### src/rtl/transfer_executor.sv
// Register-transfer datapath for a small control unit: executes one transfer code
// per cycle and runs single outstanding memory reads/writes through a two-state FSM.
module transfer_executor #(
  parameter logic [7:0] PC_RESET = 8'h00,
  parameter logic [7:0] SP_RESET = 8'hFF
) (
  input  logic       i_clk,
  input  logic       i_rst,
  input  logic [3:0] i_transfer_cmd,
  input  logic       i_inc_pc,
  input  logic [1:0] i_inc_dec_sp,
  input  logic       i_ap_sel,
  input  logic       i_reset_ir,
  input  logic [7:0] i_alu_result,
  input  logic [7:0] i_in_port,
  input  logic       i_mem_ack,
  input  logic [7:0] i_mem_rdata,
  output logic       o_mem_req,
  output logic       o_mem_we,
  output logic [7:0] o_mem_addr,
  output logic [7:0] o_mem_wdata,
  output logic       o_busy,
  output logic [7:0] o_opcode,
  output logic [7:0] o_a,
  output logic [7:0] o_ap,
  output logic [7:0] o_out_port,
  output logic       o_out_valid
);

  localparam logic [0:0] ST_IDLE = 1'b0;
  localparam logic [0:0] ST_WAIT = 1'b1;

  logic [0:0] r_state;
  logic       r_mem_we;
  logic       r_out_valid;
  logic [7:0] r_pc, r_ma, r_md, r_ir, r_a, r_ap, r_sp, r_out;
  logic       w_idle;

  assign w_idle = (r_state == ST_IDLE);

  always_ff @(posedge i_clk or posedge i_rst) begin
    if (i_rst) begin
      r_state     <= ST_IDLE;
      r_mem_we    <= 1'b0;
      r_out_valid <= 1'b0;
      r_pc        <= PC_RESET;
      r_sp        <= SP_RESET;
      r_ma        <= '0;
      r_md        <= '0;
      r_ir        <= '0;
      r_a         <= '0;
      r_ap        <= '0;
      r_out       <= '0;
    end else begin
      r_out_valid <= 1'b0;
      if (!w_idle) begin
        if (i_mem_ack) begin
          r_state  <= ST_IDLE;
          r_mem_we <= 1'b0;
          if (!r_mem_we) r_md <= i_mem_rdata;
        end
      end else begin
        case (i_transfer_cmd)
          4'h1: r_ma <= r_pc;
          4'h2: begin r_state <= ST_WAIT; r_mem_we <= 1'b0; end
          4'h4: r_ma <= r_md;
          4'h5: if (i_ap_sel) r_ap <= r_md; else r_a <= r_md;
          4'h6: r_ma <= r_ap;
          4'h7: r_ma <= r_sp;
          4'h8: r_md <= i_ap_sel ? r_ap : r_a;
          4'h9: begin r_state <= ST_WAIT; r_mem_we <= 1'b1; end
          4'hA: if (i_ap_sel) r_ap <= i_alu_result; else r_a <= i_alu_result;
          4'hC: r_a <= i_in_port;
          4'hD: begin r_out <= r_a; r_out_valid <= 1'b1; end
          4'hF: r_md <= r_pc;
          default: ;
        endcase

        // Explicit loads into PC/IR outrank the increment / clear side requests.
        if (i_transfer_cmd == 4'hB)      r_pc <= r_md;
        else if (i_transfer_cmd == 4'hE) r_pc <= r_ap;
        else if (i_inc_pc)               r_pc <= r_pc + 8'd1;

        if (i_transfer_cmd == 4'h3) r_ir <= r_md;
        else if (i_reset_ir)        r_ir <= '0;

        case (i_inc_dec_sp)
          2'b01:   r_sp <= r_sp + 8'd1;
          2'b10:   r_sp <= r_sp - 8'd1;
          default: ;
        endcase
      end
    end
  end

  assign o_mem_req   = (r_state == ST_WAIT);
  assign o_busy      = (r_state == ST_WAIT);
  assign o_mem_we    = r_mem_we;
  assign o_mem_addr  = r_ma;
  assign o_mem_wdata = r_md;
  assign o_opcode    = r_ir;
  assign o_a         = r_a;
  assign o_ap        = r_ap;
  assign o_out_port  = r_out;
  assign o_out_valid = r_out_valid;

endmodule

### config.mk
export PLATFORM = sky130hd
export DESIGN_NAME = transfer_executor
export DESIGN_NICKNAME = d
export VERILOG_FILES = /design/src/rtl/transfer_executor.sv
export SDC_FILE = /design/constraint.sdc
export NUM_CORES = 1
export LEC_CHECK = 0
export BUFFER_PORTS_ARGS = -buffer_cell sky130_fd_sc_hd__buf_4
export CAP_MARGIN = 15
export CORE_ASPECT_RATIO = 0.6
export CORE_MARGIN = 2
export CORE_UTILIZATION = 40
export DETAILED_ROUTE_END_ITERATION = 8
export PLACE_DENSITY_LB_ADDON = 0.12
export SETUP_SLACK_MARGIN = 0.1
export SLEW_MARGIN = 30
export SYNTH_ARGS = -nofsm -noshare
export SYNTH_HDL_FRONTEND = slang
export SYNTH_SLANG_ARGS = --single-unit
export TNS_END_PERCENT = 5
### constraint.sdc
create_clock -name i_clk -period 2.8 [get_ports i_clk]
set_input_delay 0.56 -clock i_clk [delete_from_list [all_inputs] [get_ports i_clk]]
set_output_delay 0.56 -clock i_clk [all_outputs]
set_load 0.01 [all_outputs]
# Word-level counts from Yosys, hierarchy flattened
# Index checks and enable logic that the tools add are counted.
op_classes:
  add_sub_neg: 3
  multipliers: 0
  n_div: 0
  n_lt_le_gt_ge: 0
  n_eq_ne: 23
  shifts: 0
  n_mux: 26
  bitwise: 1
  reduce_logical: 18
op_table:
  columns: ["op", "n"]
  rows:
  - ["$mux W8", 13]
  - ["$pmux W8 S2", 3]
  - ["$eq A4 B4 Y1 const B", 8]
  - ["$pmux W8 S4", 1]
  - ["$pmux W8 S3", 1]
  - ["$add A8 B1 Y8 const B", 2]
  - ["$eq A4 B3 Y1 const B", 4]
  - ["$ne A2 B2 Y1 const B", 6]
  - ["$reduce_and A2 Y1", 6]
  - ["$reduce_bool A3 Y1", 4]
  - ["$eq A4 B2 Y1 const B", 2]
  - ["$reduce_and A4 Y1", 2]
  - ["$sub A8 B1 Y8 const B", 1]
  - ["$mux W1", 7]
  - ["$reduce_bool A2 Y1", 3]
  - ["$eq A4 B1 Y1 const B", 1]
  - ["$reduce_bool A4 Y1", 1]
  - ["$reduce_and A3 Y1", 1]
  - ["$eq A2 B1 Y1 const B", 1]
  - ["$eq A2 B2 Y1 const B", 1]
  - ["$pmux W1 S2", 1]
  - ["$reduce_or A2 Y1", 1]
  - ["$not A1 Y1", 1]
word_totals:
  regBits: 67
  latch_bits: 0
  ram_bits: 0
  rom_bits: 0
  inputBits: 36
  output_inout_bits: 52
  word_cells: 82
  memories: 0

# Logic depth before layout (Yosys ltp)
# Gate-level depths: netlist of run 1.
logic_depth:
  depth_word: 4
  depth_mapped: 10

# Worst setup path before layout of run 1
# OpenSTA, ideal clock, no wires.
synth_path:
  kind: "input to register"
  start: "in i_inc_dec_sp[0]"
  end: "reg r_sp[6]"
  setup_time_ns: 0.085
  arrival_ns: 2.339
  path_slack_ns: 0.376
  path_stages: 10
  path_buffers: 1
  cell_sequence: "inv_1 -> ha_1 -> buf_2 -> xor2_1 -> ha_1 -> a21boi_0 -> or2_0 -> a2111oi_1 -> o31ai_1 -> xnor2_1"
synth_via:
  elab_chain_len: 3
  elab_cells_between_ends: 5
  cone_classes: "eq/ne: 2; mux: 1; reduce/logical: 2"
synth_rtl:
  columns: ["element", "line", "source"]
  rows:
  - ["start, declared", "11", "input logic [1:0] i_inc_dec_sp,"]
  - ["$eq A2 B2 Y1 or $eq A2 B1 Y1 (tied branches)", "87", "case (i_inc_dec_sp)"]
  - ["$reduce_bool A2 Y1 (no line)", null, null]
  - ["$reduce_and A2 Y1 (no line)", null, null]
  - ["end signal, assigned", "88", "2'b01: r_sp <= r_sp + 8'd1;"]
  - ["end signal, assigned", "89", "2'b10: r_sp <= r_sp - 8'd1;"]
  - ["end, declared", "36", "logic [7:0] r_pc, r_ma, r_md, r_ir, r_a, r_ap, r_sp, r_out;"]
# Several ways; a longest one is shown, not always the timed one.
# A chain may end at the register's enable or synchronous reset.

# Worst setup path in the final report of run 1
# Ends and elaborated chain as after synthesis.

==> results of run 1 <==
==> path summary, 6_finish.rpt <==
kind | to | slack (ns) | cells past startpoint
max | r_sp[6]$_DFFE_PP1P_ | 0.66 | 10
min | o_opcode[7]$_DFFE_PP0P_ | 0.35 | 2
max reg2reg | r_sp[6]$_DFFE_PP1P_ | 0.67 | 7
min reg2reg | o_out_port[6]$_DFFE_PP0P_ | 0.51 | 1
max in group asynchronous | r_sp[0]$_DFFE_PP1P_ | 1.74 | 3
min in group i_clk | o_busy$_DFF_PP0_ | 0.45 | 2
==> through the flow <==
stage,hold slack (ns),setup WS (ns)
floorplan,0.489,0.376
global placement,0.494,0.440
detailed placement,0.499,0.348
CTS,0.367,0.683
global route,0.402,0.583
finish,0.348,0.664
==> power groups by stage <==
stage | Sequential [mW] | Combinational [mW] | Clock, mW
after floorplan | 1.86 | 1.12 | 0
after global placement | 2.06 | 1.79 | 0
after detailed placement | 2.07 | 1.81 | 0
after CTS | 2.06 | 1.82 | 1.17
after global routing | 2.12 | 2.00 | 1.21
final | 2.07 | 1.82 | 1.14
==> logic make-up after synthesis <==
family | count (synthesis) | share of synthesized area (%)
AND/OR/NAND/NOR | 141 | 18.7
buffers and inverters | 44 | 5.55
adder cells (fa/ha/maj) | 4 | 1.24
flip-flops | 67 | 41.8
XOR/XNOR | 17 | 3.69
AO/OA/AOI/OAI | 123 | 19.0
multiplexers | 38 | 9.99
==> critical path, delay by kind of cell <==
family	cells	cell delay (ns)
AOI/OAI and AO/OA	3	0.73
xor gates and xnor gates	2	0.31
adders and majority gates	2	0.41
buffers and inverters	2	0.11
and+or+nand+nor	1	0.25
==> per-layer routing <==
| layer | vias to the layer above | track usage (%) | part of all wire (%) |
|---|---|---|---|
| li1 | 1702 | - | - |
| met5 | - | 0 | 0 |
| met4 | 0 | 6.81 | 1.4 |
| met2 | 143 | 31.1 | 41 |
| met1 | 1769 | 33.6 | 50 |
| met3 | 16 | 6.60 | 8.4 |
==> sequential cells by signal, indices dropped and copies added, names as in the netlist, 8 cells and up <==
| name | cells |
|---|---|
| o_a | 8 |
| o_mem_addr | 8 |
| r_sp | 8 |
| r_pc | 8 |
| o_mem_wdata | 8 |
| o_opcode | 8 |
| o_out_port | 8 |
| o_ap | 8 |
==> Yosys cell counts, types with 8 or more instances <==
| master | instances | area [µm²] |
|---|---|---|
| mux2i_1 | 20 | 200 |
| o21ai_0 | 30 | 150 |
| inv_1 | 13 | 48.8 |
| a211oi_1 | 11 | 82.6 |
| dfstp_2 | 8 | 210 |
| nand3_1 | 10 | 50.1 |
| dfrtp_1 | 59 | 1480 |
| mux2_2 | 17 | 191 |
| a21oi_1 | 41 | 205 |
| xnor2_1 | 12 | 105 |
| o221ai_1 | 8 | 70.1 |
| nor2_1 | 45 | 169 |
| a221o_1 | 8 | 80.1 |
| nand2_1 | 38 | 143 |
| buf_2 | 14 | 70.1 |
| and2_1 | 8 | 50.1 |
| buf_4 | 9 | 67.6 |
==> layout make-up <==
class | instances | area [µm²] | area share (%)
Tap cell | 135 | 169 | 3.35
Clock inverter | 4 | 48.8 | 0.968
Inverter | 13 | 48.8 | 0.968
Multi-Input combinational cell | 323 | 2120 | 42.1
Sequential cell | 67 | 1690 | 33.4
Timing Repair Buffer | 93 | 711 | 14.1
Clock buffer | 12 | 256 | 5.09
==> key figures, run 1 <==
Floorplanning
  – IO Pins: 88
  – Core Area: roughly 9800 µm²
  – Die extent in x: 134 µm
  – Die area: around 11000 µm²
  – Starting Density: 41.0%
  – Row count: 28
  – Die height: 81.8 µm

Timing
  – Final setup fails: 0
  – Crit path time final: around 2.1 ns
  – Worst-margin pin slew: between 0.7 and 0.8 ns
  – Max Freq: 468 MHz
  – Clock Skew: 0.00629 ns
  – RSZ-0062 raised after global routing: no
  – Setup Total Neg Slack: 0 ns
  – Tcrit/Tclk final: 76.3%
  – Final-report hold violation count: 0
  – Pins over their slew limit: 0
  – Max-Slew Margin vs Limit: 52.6%

Synth
  – Post-Synthesis Cells: roughly 430
  – Yosys warns: 0
  – Post-synthesis register bit count: 67
  – Netlist cell types: 58
  – Number of enable flip-flop cells after synthesis: 0
  – Post-synth ARST share: between 90% and 100%
  – Synth Net Count: 474
  – Main synth FF type: dfrtp_1
  – Sequential area share after synthesis: about two fifths
  – Syn avg cell area: 9.29 µm²
  – Post-Syn Area: 4030 µm²

Routing
  – First-iteration detailed-routing DRC count: 346
  – Detail Route Antenna Nets: 0
  – Residual DRC: 0
  – WL per Instance: 18.3 µm
  – Vias/cell: 5.61
  – Drt pass-1 iters: 5
  – Via Count: 3630
  – WL final: 11.9 mm

Worst setup path
  – Startpoint Class: input pin
  – Crit. End Element: register
  – Kind of critical path: in -> reg
  – Worst stage delay on the critical path: 0.43 ns
  – Most used cell, CP: ha_1
  – Reg-to-reg startpoint: r_sp[1]$_DFFE_PP1P_
  – CP arrival: 2.39 ns
  – Worst Path Max Fanout: 3
  – Worst path slowest cell: a2111oi_1
  – Critical Path Start: i_inc_dec_sp[0]
  – CP Cell Sequence: buf_4 > inv_1 > ha_1 > xor2_1 > ha_1 > a21boi_0 > or2_0 > a2111oi_1 > o31ai_1 > xnor2_1
  – Critical Path RT: 3.05 ns

Pwr
  – Pwr Density: 998 nW/µm²
  – Maximum VDD drop: 417 µV
  – Clock network fraction of total power: between 20 and 25%
  – Comb power frac: 36.1%
  – Int Power: 3.13 mW
  – Sequential power share: just over 40%
  – Sw Pwr: roughly 1.9 mW
  – Pwr Total: between 5 and 6 mW
  – Switching Share: 37.8%
  – P_leak: 2.25 nW

Finish
  – Synth-to-Final Area Change: 25.0%
  – Finished Core Util: between 50% and 60%
  – Fillers: around 920
  – Nets: 547
  – Most frequent cells in the layout: buf_4, dfrtp_1, nor2_1, a21oi_1, nand2_1
  – Final cell count without fillers: 647
  – Antenna cells: 0
  – Share of post-route cells with drive strength above 1: 29.3%
  – Post-route cell area: 5040 µm²
  – Most common cell after layout, fill and taps aside: buf_4

Clock tree
  – CTS Buffer Depth: 2
  – Cts repair resizes: 0
  – Worst-path clk slew: 0.05 ns
  – Cts bufs inserted: 9
  – Post-CTS setup buffer count: 0
  – # H-tree levels: 3
  – CTS Hold Bufs: 0
  – CTS tree: built
  – # clock sinks: 67
  – Clock Latency Late Sink: 0.33 ns
  – Clock root buffer master: clkbuf_16

GRT
  – Maximum number of pins on one net before global-route repair: 37
  – GRT Total Usage: 22.5%
  – Total global routing overflow: 0
  – Initial antenna violation count: 0
  – Vias in the first global route: 3285
  – First-pass GRT wire length: 18.4 mm

Placed design
  – Post-DP HPWL: between 8 and 9 mm
  – I/O Buffers: slightly below 90
  – DP Area: about 4700 µm²
  – Final GP Congestion: 0.944
  – Inst Count DP: 631

Hold path
  – Min-Delay Path Class: in -> async

Status
  – Status: completed

Flow run
  – Max-Cap Viols: 0
(Power assumes the default switching activity.)
==> inputs of run 2 (changes only) <==
==> constraint.sdc (replaced) <==
create_clock -name i_clk -period 1.75 [get_ports i_clk]
set_input_delay 0.35 -clock i_clk [delete_from_list [all_inputs] [get_ports i_clk]]
set_output_delay 0.35 -clock i_clk [all_outputs]
set_load 0.01 [all_outputs]
==> run 2 against run 1 <==
Effect of this change: the flow now finishes with violations (negative setup slack); total power is 66% higher; worst hold slack got worse by 0.29 ns; final cell count increased by 6.5%; first-iteration DRC count down 5.5%; non-clock buffer count is 42 higher; utilization increased by 4.3 points; combinational power grew 81%; die area unchanged; largest power group unchanged.
==> key figures, run 2 (synthesis results as in run 1) <==
Clock tree
  – # H-tree levels: 3
  – Cts bufs inserted: 9
  – Clock root buffer master: clkbuf_16
  – # clock sinks: 67
  – CTS Buffer Depth: 2
  – Worst-path clk slew: approximately 0.05 ns
  – CTS Hold Bufs: 0
  – Clock Latency Late Sink: ~0.34 ns
  – CTS tree: built

GRT
  – Initial antenna violation count: 0
  – First-pass GRT wire length: roughly 19 mm
  – Vias in the first global route: 3458
  – Total global routing overflow: 0
  – Maximum number of pins on one net before global-route repair: 31
  – GRT Total Usage: 23.7%

Worst setup path
  – CP Cell Sequence: xor2_1 > ha_2 > a21boi_1 > or2_1 > a2111oi_4 > o31ai_2 > xnor2_1
  – Startpoint Class: register
  – Reg-to-reg startpoint: r_sp[1]$_DFFE_PP1P_
  – CP Buf/Inv Count: 0
  – Kind of critical path: reg -> reg
  – Delay-heaviest family, CP: compound AO/OA/AOI/OAI gates
  – Worst stage delay on the critical path: 0.53 ns
  – CP arrival: 2.12 ns
  – Reg2Reg Depth: 7
  – Critical Path Stages: 7
  – R2R setup slack: -0.11 ns
  – Worst Path Max Fanout: 3
  – Worst path slowest cell: dfstp_2
  – Worst R2R End: r_sp[6]$_DFFE_PP1P_
  – Crit. End Element: register
  – Critical Path RT: between 2 and 2.5 ns

Floorplanning
  – Row count: 28
  – Die height: 81.8 µm
  – Die area: 10900 µm²
  – Core Area: 9840 µm²
  – Starting Density: approximately two fifths
  – Die extent in x: between 100 and 150 µm
  – IO Pins: between 80 and 90

Finish
  – Most common cell after layout, fill and taps aside: buf_4
  – Share of post-route cells with drive strength above 1: about 37%
  – Nets: 589
  – FF+latch area: 1690 µm²
  – Multi-input combinational cell area: 2190 µm²
  – Most frequent cells in the layout: buf_4, dfrtp_1, nor2_1, a21oi_1, nand2_1
  – Final cell count without fillers: a little under 700
  – Antenna cells: 0
  – Fillers: 933
  – Synth-to-Final Area Change: 35.5%

Status
  – Status: finished, violations left
  – Failing checks: negative setup slack

Pwr
  – Sequential power share: between 30% and 40%
  – Comb power frac: slightly below 40%
  – Maximum VDD drop: 691 µV
  – Sw Pwr: ~3.2 mW
  – Pwr Density: 1530 nW/µm²
  – P_leak: 2.46 nW
  – Int Power: a little over 5 mW
  – Switching Share: 38.6%
  – Pwr Total: 8.35 mW
  – Clock network fraction of total power: 21.0%

Routing
  – Drt pass-1 iters: 4
  – First-iteration detailed-routing DRC count: 327
  – Via Count: 3713
  – WL per Instance: around 18 µm
  – WL final: 12.4 mm
  – Detail Route Antenna Nets: 0
  – Vias/cell: approximately 5.4
  – Residual DRC: 0

Placed design
  – I/O Buffers: 87
  – Post-DP HPWL: 9.29 mm
  – Inst Count DP: about 670
  – Final GP Congestion: 0.853

Timing
  – RSZ-0062 raised after global routing: yes
  – Final setup fails: 2
  – Max Freq: 539 MHz
  – Max-Slew Margin vs Limit: between 60% and 70%
  – Final-report hold violation count: 0
  – Worst-margin pin slew: roughly 0.53 ns
  – Pins over their slew limit: 0
  – Crit path time final: 1.86 ns
  – Clock Skew: about 0.0026 ns
  – Tcrit/Tclk final: 106%
  – Final Worst Setup Slack: -0.107 ns

Hold path
  – Min-Delay Path Class: in -> async

Flow run
  – Max-Cap Viols: 0
run 2: what timing repair did:
action | CTS | global route
cloned | 0 | 0
gates resized for setup | 2 | 11
hold endpoints to repair | 0 | 0
pin swaps | 0 | 5
endpoints found under the setup margin | 2 | 5
buffers inserted | 0 | 1
run 2: worst max path at each step:
| stage | endpoint | startpoint | slack [ns] |
|---|---|---|---|
| 6_report | r_sp[6]$_DFFE_PP1P_ | r_sp[1]$_DFFE_PP1P_ | -0.11 |
| 3_5_place_dp | r_sp[6]$_DFFE_PP1P_ | i_inc_dec_sp[1] | -0.37 |
| 2_1_floorplan | r_sp[6]$_DFFE_PP1P_ | i_inc_dec_sp[0] | -0.28 |
| 3_3_place_gp | r_sp[6]$_DFFE_PP1P_ | i_inc_dec_sp[1] | -0.27 |
| 4_1_cts | r_sp[6]$_DFFE_PP1P_ | r_sp[1]$_DFFE_PP1P_ | -0.14 |
| 5_1_grt | r_sp[6]$_DFFE_PP1P_ | r_sp[1]$_DFFE_PP1P_ | -0.17 |
run 2: power groups by stage:
stage / clock, mW / combinational, mW / sequential [mW]
final: 1.76 / 3.29 / 3.31
after global routing: 1.87 / 3.60 / 3.39
after CTS: 1.78 / 3.19 / 3.26
after detailed placement: 0 / 3.18 / 3.27
after global placement: 0 / 3.10 / 3.26
after floorplan: 0 / 1.81 / 2.98
run 2: layout make-up:
class	instances	area share [%]
multi-input combinational	323	40.0
clock inverter	3	0.389
timing repair buffer	135	19.7
sequential	67	30.9
clock buffer	13	4.95
tap	135	3.09
inverter	13	0.962
run 2: worst register-to-register path, cell delays in order (launching register included):
cell and delay, ns:
dfstp_2 0.53, xor2_1 0.07, ha_2 0.19, a21boi_1 0.14, or2_1 0.27, a2111oi_4 0.33
o31ai_2 0.10, xnor2_1 0.16
run 2: stage by stage:
step / util [%] / instance area (µm²) / setup WS (ns) / hold slack [ns] / TNS [ns]
floorplan: - / 4060 / -0.279 / 0.449 / -0.343
detailed placement: 52.0 / 5110 / -0.372 / 0.422 / -0.723
finish: 55.5 / 5470 / -0.107 / 0.0549 / -0.187
CTS: 55.0 / 5410 / -0.139 / 0.0720 / -0.229
global placement: 52.0 / 5110 / -0.271 / 0.431 / -0.464
global route: 55.5 / 5470 / -0.174 / 0.0807 / -0.309
run 2: metal layers:
metal | GRT usage (%) | vias to the layer above | part of all wire [%]
met4 | 5.21 | 0 | 0.77
met3 | 7.59 | 8 | 6.3
met5 | 0 | - | 0
met1 | 35.2 | 1785 | 52
li1 | - | 1791 | -
met2 | 33.2 | 129 | 41
